[src/rtl/fetch_pc_gen_if.sv]
// Prediction-request channel between the fetch PC generator and br_pred_cnt.
//
// Handshake: there is no valid/ready pair and no backpressure on this channel.
// A request is a single-cycle active-low pulse on br_ with the looked-up PC on
// br_addr. The predictor always answers on pred_taken in the very next cycle.
// pred_taken carries meaning only in that cycle and is ignored at all other times.
//
// Signals
//   br_         master->slave  low: prediction request (BTB hit on a valid slot)
//   br_addr     master->slave  PC being predicted (equals fetch_pc)
//   pred_taken  slave->master  registered prediction for the previous request
interface fetch_pc_gen_if #(
  parameter int ADDR = 32
);
  logic            br_;
  logic [ADDR-1:0] br_addr;
  logic            pred_taken;

  modport master (output br_, output br_addr, input pred_taken);
  modport slave  (input br_, input br_addr, output pred_taken);
endinterface

[src/rtl/fetch_pc_gen.sv]
// Front-end next-PC generator with a direct-mapped branch target buffer.
//
// The fetch PC is looked up in the BTB every cycle. A hit on a valid,
// non-stalled, non-redirected slot raises a prediction request. The answer
// comes back one cycle later; a taken answer squashes the fall-through slot
// and steers fetch to the BTB target. A backend redirect overrides everything.
//
// Ports
//   clk, reset_              clock, asynchronous active-low reset
//   stall_                   low: hold fetch (decode cannot accept)
//   redirect_, redirect_pc   low: backend flush to redirect_pc
//   bt_we_, bt_pc, bt_target low: install/overwrite a BTB entry
//   fetch_pc, fetch_v_       current fetch slot and its (active-low) valid
//   bp                       prediction-request channel (master side)
module fetch_pc_gen #(
  parameter int              ADDR     = 32,
  parameter int              BTB_D    = 64,
  parameter logic [ADDR-1:0] RESET_PC = '0
) (
  input  logic             clk,
  input  logic             reset_,
  input  logic             stall_,
  input  logic             redirect_,
  input  logic [ADDR-1:0]  redirect_pc,
  input  logic             bt_we_,
  input  logic [ADDR-1:0]  bt_pc,
  input  logic [ADDR-1:0]  bt_target,
  output logic [ADDR-1:0]  fetch_pc,
  output logic             fetch_v_,
  fetch_pc_gen_if.master   bp
);

  localparam int OFS = 2;
  localparam int IDX = $clog2(BTB_D);
  localparam int TAG = ADDR - IDX - OFS;

  // Architectural state
  logic [ADDR-1:0] pc_q, pc_d;
  logic            pend_v_q;
  logic [ADDR-1:0] pend_tgt_q;

  // BTB storage: only the valid bits need a reset
  logic [BTB_D-1:0] btb_valid_q;
  logic [TAG-1:0]   btb_tag_q [BTB_D];
  logic [ADDR-1:0]  btb_tgt_q [BTB_D];

  // Lookup on the current fetch PC
  logic [IDX-1:0] rd_idx;
  logic [TAG-1:0] rd_tag;
  logic           hit;

  // Write port from commit
  logic [IDX-1:0] wr_idx;
  logic [TAG-1:0] wr_tag;

  logic squash;
  logic slot_valid;
  logic req;

  // Instruction-offset bits never reach the PC; they are dropped on purpose.
  logic unused_low_bits;
  assign unused_low_bits = ^{redirect_pc[OFS-1:0], bt_pc[OFS-1:0], bt_target[OFS-1:0]};

  assign rd_idx = pc_q[IDX+OFS-1:OFS];
  assign rd_tag = pc_q[ADDR-1:IDX+OFS];
  assign wr_idx = bt_pc[IDX+OFS-1:OFS];
  assign wr_tag = bt_pc[ADDR-1:IDX+OFS];

  assign hit = btb_valid_q[rd_idx] && (btb_tag_q[rd_idx] == rd_tag);

  // A taken answer to last cycle's request means the current slot holds the
  // fall-through instruction and must be thrown away.
  assign squash = pend_v_q & bp.pred_taken;

  // The slot is invalid while in reset, while the backend is flushing it,
  // or when it is the squashed fall-through of a taken branch.
  assign slot_valid = reset_ & redirect_ & ~squash;

  // One request per fetched branch: the slot must be valid and leaving this
  // cycle (not stalled), so a stalled hit requests only on release.
  assign req = hit & slot_valid & stall_;

  assign fetch_pc   = pc_q;
  assign fetch_v_   = ~slot_valid;
  assign bp.br_     = ~req;
  assign bp.br_addr = pc_q;

  // Next-PC selection in priority order
  always_comb begin
    pc_d = pc_q + ADDR'(1 << OFS);
    if (!redirect_) begin
      pc_d = {redirect_pc[ADDR-1:OFS], {OFS{1'b0}}};
    end else if (squash) begin
      pc_d = pend_tgt_q;
    end else if (!stall_) begin
      pc_d = pc_q;
    end
  end

  always_ff @(posedge clk or negedge reset_) begin
    if (!reset_) begin
      pc_q        <= {RESET_PC[ADDR-1:OFS], {OFS{1'b0}}};
      pend_v_q    <= 1'b0;
      pend_tgt_q  <= '0;
      btb_valid_q <= '0;
    end else begin
      pc_q <= pc_d;
      // Pending lives for exactly one cycle; a redirect already blocks req.
      pend_v_q <= req;
      if (req) begin
        pend_tgt_q <= btb_tgt_q[rd_idx];
      end
      // Commit writes proceed even during a redirect.
      if (!bt_we_) begin
        btb_valid_q[wr_idx] <= 1'b1;
      end
    end
  end

  always_ff @(posedge clk) begin
    if (!bt_we_) begin
      btb_tag_q[wr_idx] <= wr_tag;
      btb_tgt_q[wr_idx] <= {bt_target[ADDR-1:OFS], {OFS{1'b0}}};
    end
  end

endmodule

[src/flat_wrapper.sv]
// flat-port wrapper written by rule: the top's interface ports become plain ports
module fetch_pc_gen_flat 
#(
  parameter int              ADDR     = 32,
  parameter int              BTB_D    = 64,
  parameter logic [ADDR-1:0] RESET_PC = '0
)
  (clk, reset_, stall_, redirect_, redirect_pc, bt_we_, bt_pc, bt_target, fetch_pc, fetch_v_, bp_br_, bp_br_addr, bp_pred_taken);
  fetch_pc_gen_if #(.ADDR(ADDR)) bp_i ();
  input  logic clk;
  input  logic reset_;
  input  logic stall_;
  input  logic redirect_;
  input  logic [ADDR-1:0] redirect_pc;
  input  logic bt_we_;
  input  logic [ADDR-1:0] bt_pc;
  input  logic [ADDR-1:0] bt_target;
  output logic [ADDR-1:0] fetch_pc;
  output logic fetch_v_;
  output wire logic [$bits(bp_i.br_)-1:0] bp_br_;
  output wire logic [$bits(bp_i.br_addr)-1:0] bp_br_addr;
  input wire logic [$bits(bp_i.pred_taken)-1:0] bp_pred_taken;
  assign bp_br_ = bp_i.br_;
  assign bp_br_addr = bp_i.br_addr;
  assign bp_i.pred_taken = bp_pred_taken;
  fetch_pc_gen #(.ADDR(ADDR), .BTB_D(BTB_D), .RESET_PC(RESET_PC)) u_core (.clk(clk), .reset_(reset_), .stall_(stall_), .redirect_(redirect_), .redirect_pc(redirect_pc), .bt_we_(bt_we_), .bt_pc(bt_pc), .bt_target(bt_target), .fetch_pc(fetch_pc), .fetch_v_(fetch_v_), .bp(bp_i));
endmodule
[config.mk]
export PLATFORM = sky130hd
export DESIGN_NAME = fetch_pc_gen_flat
export DESIGN_NICKNAME = d
export VERILOG_FILES = /design/src/rtl/fetch_pc_gen_if.sv /design/src/rtl/fetch_pc_gen.sv /design/src/flat_wrapper.sv
export SDC_FILE = /design/constraint.sdc
export NUM_CORES = 2
export LEC_CHECK = 0
export BUFFER_PORTS_ARGS = -buffer_cell sky130_fd_sc_hd__buf_2
export CAP_MARGIN = 0
export CORE_MARGIN = 5
export CORE_UTILIZATION = 50
export DETAILED_ROUTE_END_ITERATION = 6
export PLACE_DENSITY_LB_ADDON = 0.3
export REMOVE_ABC_BUFFERS = 1
export SYNTH_ARGS = -nofsm -noshare
export SYNTH_HDL_FRONTEND = slang
export SYNTH_SLANG_ARGS = --single-unit
[constraint.sdc]
create_clock -name clk -period 3.5 [get_ports clk]
set_input_delay 0.7 -clock clk [delete_from_list [all_inputs] [get_ports clk]]
set_output_delay 0.7 -clock clk [all_outputs]
set_load 0.1 [all_outputs]
==> summary.txt <==
Flow run
  • Max-cap viol count: 0

Layout
  • Final instance area: ~0.16 mm^2
  • Layout cells sized above 1: 35.6%
  • Nets: slightly above 7k
  • Fin cells: 11.0k
  • Filler cells: 19.2k
  • Area growth, synth to finish: 17.6%

Global route
  • GRT Max-Usage Layer: met2
  • Met2 Use GR: 45.7%
  • Gr ovfl total: 0
  • Largest net degree at the start of global routing: roughly 120
  • Met3 usage: ~7.4%
  • Number of global-route vias before repair: 72.2k
  • First-pass GRT wire length: 584,000 um
  • GRT Util Overall: 29.5%
  • Initial antenna violation count: 37
  • M1 GR Usage: roughly 40%

CTS
  • Clk Tree Root Cell: clkbuf_16
  • H-tree depth: 5
  • Inserted Clock Buffers: 355
  • Max clock buf depth: 4
  • Clock Latency Late Sink: 0.91 ns
  • Number of clock sinks: 3,581
  • CTS clk-pin slew, worst paths: 0.06 ns
  • CTS tree: yes

Power and ir drop
  • Cell leakage power: 53.4 nW
  • Clock power frac: 37.0%
  • Power share of the combinational group: 15.1%
  • Power Density: 612 mW/mm^2
  • Sequential share of power: 47.9%
  • Sw Pwr: 24.9 mW
  • Sw frac: 24.9%
  • Internal Power: 75.0 mW
  • Worst VDD drop: 470 uV

Worst setup path
  • Critical path type: flip-flop to output pin
  • Largest stage delay on the critical path: 0.54 ns
  • Nature of the critical path endpoint: output pin
  • CP required: between 2 and 3 ns
  • Worst Setup Start Kind: flip-flop
  • Worst-path fanout max: 8
  • Crit path max-delay cell type: dfrtp_4
  • Largest delay share family, worst path: buffers and inverters
  • Top cell by count, worst path: buf_4
  • Worst Path Arrival: between 4 and 5 ns
  • Buf/Inv on CP: 7
  • Crit path cell chain: buf_12 -> buf_12 -> buf_4 -> buf_4 -> mux4_2 -> o22ai_2 -> or3_1 -> o211ai_1 -> xnor2_1 -> buf_4 -> o2111ai_2 -> nor3_2 -> buf_4 -> nand2_1 -> or3_4 -> buf_12

Route
  • Iteration-0 DRC Markers: 12.3k
  • DR WL/cell: 39.1 um
  • DRT antenna net count: 0
  • Via density per instance: 6.67
  • Drt drc: 5
  • Routed WL: 430,000 um
  • Detailed-route via count: 73.3k
  • Pre-antenna DRT Iters: 7

Logic synthesis
  • Main synth FF type: edfxtp_1
  • Async SR Flop Fraction: 3.49%
  • Avg Inst Size Synth: 22.7 um^2
  • Register area share after synthesis: 77.1%
  • Synth Register Bits: 3,581
  • Synthesized instance count: 6,105
  • Ys Warns: 0
  • Mapped Area: 0.139 mm^2
  • Synth cell types: 73
  • Post-synth EDFFs: 3,456

Timing
  • Max-slew headroom: 17.3%
  • Worst-Margin Slew: between 1 and 1.5 ns
  • Fmax: 189 MHz
  • Final hold violations: 0
  • Final Setup Violations: 32
  • Final Max Tran Viols: 0
  • Worst setup margin: -1.80 ns
  • Hold slack: 0.0967 ns
  • Tcrit/Tclk final: 151%
  • RSZ-0062 raised after global routing: true
  • Min Tclk post-route: 5.30 ns
  • Skew final: 0.0754 ns

Min path
  • Hold WC Path Type: input pin to flip-flop

Placement
  • DP HPWL: about 240,000 um
  • Number of cells after detailed placement: 10.2k
  • Routability Congestion: between 0.9 and 1
  • # port buffers: 157
  • Placed Area: 0.150 mm^2

Status
  • Failing checks: DRC, setup timing
  • Status: finished, violations left

Floorplan
  • Die X: 537 um
  • Initial core utilization: 50.2%
  • Chip height: between 500 and 600 um
  • Row count: 193
  • Io pins: 168
  • Core box area: 0.276 mm^2
  • Die area: 0.288 mm^2
[sequential cells by signal, summed over array words and instances (netlist names)]
| name | cells |
|---|---|
| u_core.btb_tgt_q | 1920 |
| u_core.btb_tag_q | 1536 |
| u_core.btb_valid_q | 64 |
| u_core.bp.br_addr | 30 |
| u_core.pend_tgt_q | 30 |
| u_core.pend_v_q | 1 |
[per-layer routing]
metal / up-vias / wire (um)
met4: 10 / 23400
met1: 39000 / 152000
met2: 5590 / 202000
met5: - / 79
li1: 27600 / -
met3: 1096 / 52400
[power by group through the flow]
stage,clock [mW],combinational (mW),sequential [mW]
floorplan,0,8.49,49.9
global placement,0,13.8,48.7
detailed placement,0,13.9,48.7
CTS,37.2,14.5,47.8
global route,39.1,15.6,47.8
finish,37.0,15.1,47.8
[area by class of cell]
| type | instances | area [um^2] | area share, % |
|---|---|---|---|
| Tap cell | 3705 | 4640 | 2.84 |
| Sequential cell | 3581 | 107000 | 65.6 |
| Inverter | 11 | 53.8 | 0.0330 |
| Clock inverter | 175 | 1550 | 0.948 |
| Multi-Input combinational cell | 2145 | 30600 | 18.8 |
| Clock buffer | 464 | 9550 | 5.86 |
| Timing Repair Buffer | 895 | 9680 | 5.94 |
| Antenna cell | 17 | 42.5 | 0.0261 |
[kinds of logic after synthesis]
logic type / share of synthesized area (%)
buffers and inverters: 1.57
adder cells (fa/ha/maj): 0.00902
AO/OA/AOI/OAI: 1.68
other: 0.00270
multiplexers: 17.5
flip-flops: 77.1
XOR/XNOR: 0.284
AND/OR/NAND/NOR: 1.89
[synthesized netlist by cell type, types with 26 or more instances]
| cell type | count | area share [%] |
|---|---|---|
| mux2_4 | 30 | 0.32 |
| a21oi_1 | 64 | 0.23 |
| buf_1 | 38 | 0.10 |
| a31oi_1 | 29 | 0.13 |
| nand2_1 | 179 | 0.48 |
| buf_4 | 73 | 0.40 |
| buf_2 | 138 | 0.50 |
| xnor2_1 | 33 | 0.21 |
| clkbuf_1 | 87 | 0.24 |
| edfxtp_1 | 3456 | 75 |
| or2_2 | 66 | 0.30 |
| a22oi_1 | 43 | 0.23 |
| mux2i_1 | 203 | 1.5 |
| dfrtp_1 | 125 | 2.3 |
| nand3_1 | 45 | 0.16 |
| o21ai_0 | 50 | 0.18 |
| nor2_1 | 156 | 0.42 |
| o221ai_1 | 26 | 0.16 |
| o22ai_1 | 26 | 0.12 |
| mux4_2 | 930 | 15 |
[worst register-to-register path: stages, from the launching register on]
cell      delay, ns
dfrtp_4        0.49
buf_12         0.15
buf_12         0.17
buf_16         0.18
buf_16         0.17
mux4_2         0.52
nand2_1        0.09
a31oi_1        0.11
o211ai_1       0.46
o22a_1         0.25
o311ai_4       0.11
buf_4          0.16
buf_4          0.12
nor4bb_2       0.29
and4b_4        0.30
buf_12         0.19
buf_12         0.19
mux2_4         0.33
[layout by cell type, fill, tap and decap left out, types with 22 or more instances in the layout]
cell type	n
dfrtp_1	119
buf_12	186
clkbuf_1	89
edfxtp_1	3456
buf_4	486
o22ai_1	24
nand3_1	40
clkbuf_16	368
a21oi_1	62
or2_2	66
mux2i_1	190
a22oi_1	40
xnor2_1	29
mux2_4	31
bufinv_16	22
o221ai_1	22
o21ai_0	39
clkinv_2	53
a31oi_1	27
clkinv_1	75
mux4_2	934
nor2_1	83
buf_2	150
nand2_1	175
nor2_4	67
[timing repair]
item,4_1_cts,5_1_grt
pin swaps,16,37
gates cloned,16,9
hold endpoints to repair,11,0
hold buffers,1,0
buffers inserted,21,50
resized for setup,120,89
setup endpoints to repair,43,40
[final timing paths]
check / endpoint / cells after the start / slack [ns] / startpoint
min: u_core.bp.br_addr[2] / 2 / 0.1 / redirect_pc[2]
max in group asynchronous: u_core.bp.br_addr[5] / 4 / 1.86 / reset_
min in group asynchronous: u_core.pend_tgt_q[10] / 3 / 0.37 / reset_
max: bp_br_ / 16 / -1.80 / u_core.bp.br_addr[2]
min reg2reg: u_core.btb_valid_q[14] / 1 / 0.47 / u_core.btb_valid_q[14]
max reg2reg: u_core.pend_tgt_q[5] / 17 / -0.96 / u_core.bp.br_addr[2]
[through the flow]
step / setup WS (ns) / setup TNS, ns / total power, mW / utilization, %
after floorplan: -37.66 / -3633.75 / 58.4 / -
final: -1.80 / -29.11 / 99.9 / 59.0
after global placement: -1.54 / -30.98 / 62.4 / 54.2
after global routing: -1.89 / -29.57 / 103 / 59.0
after CTS: -1.88 / -24.22 / 99.5 / 58.6
after detailed placement: -1.47 / -30.63 / 62.6 / 54.2
(Power assumes the default switching activity.)
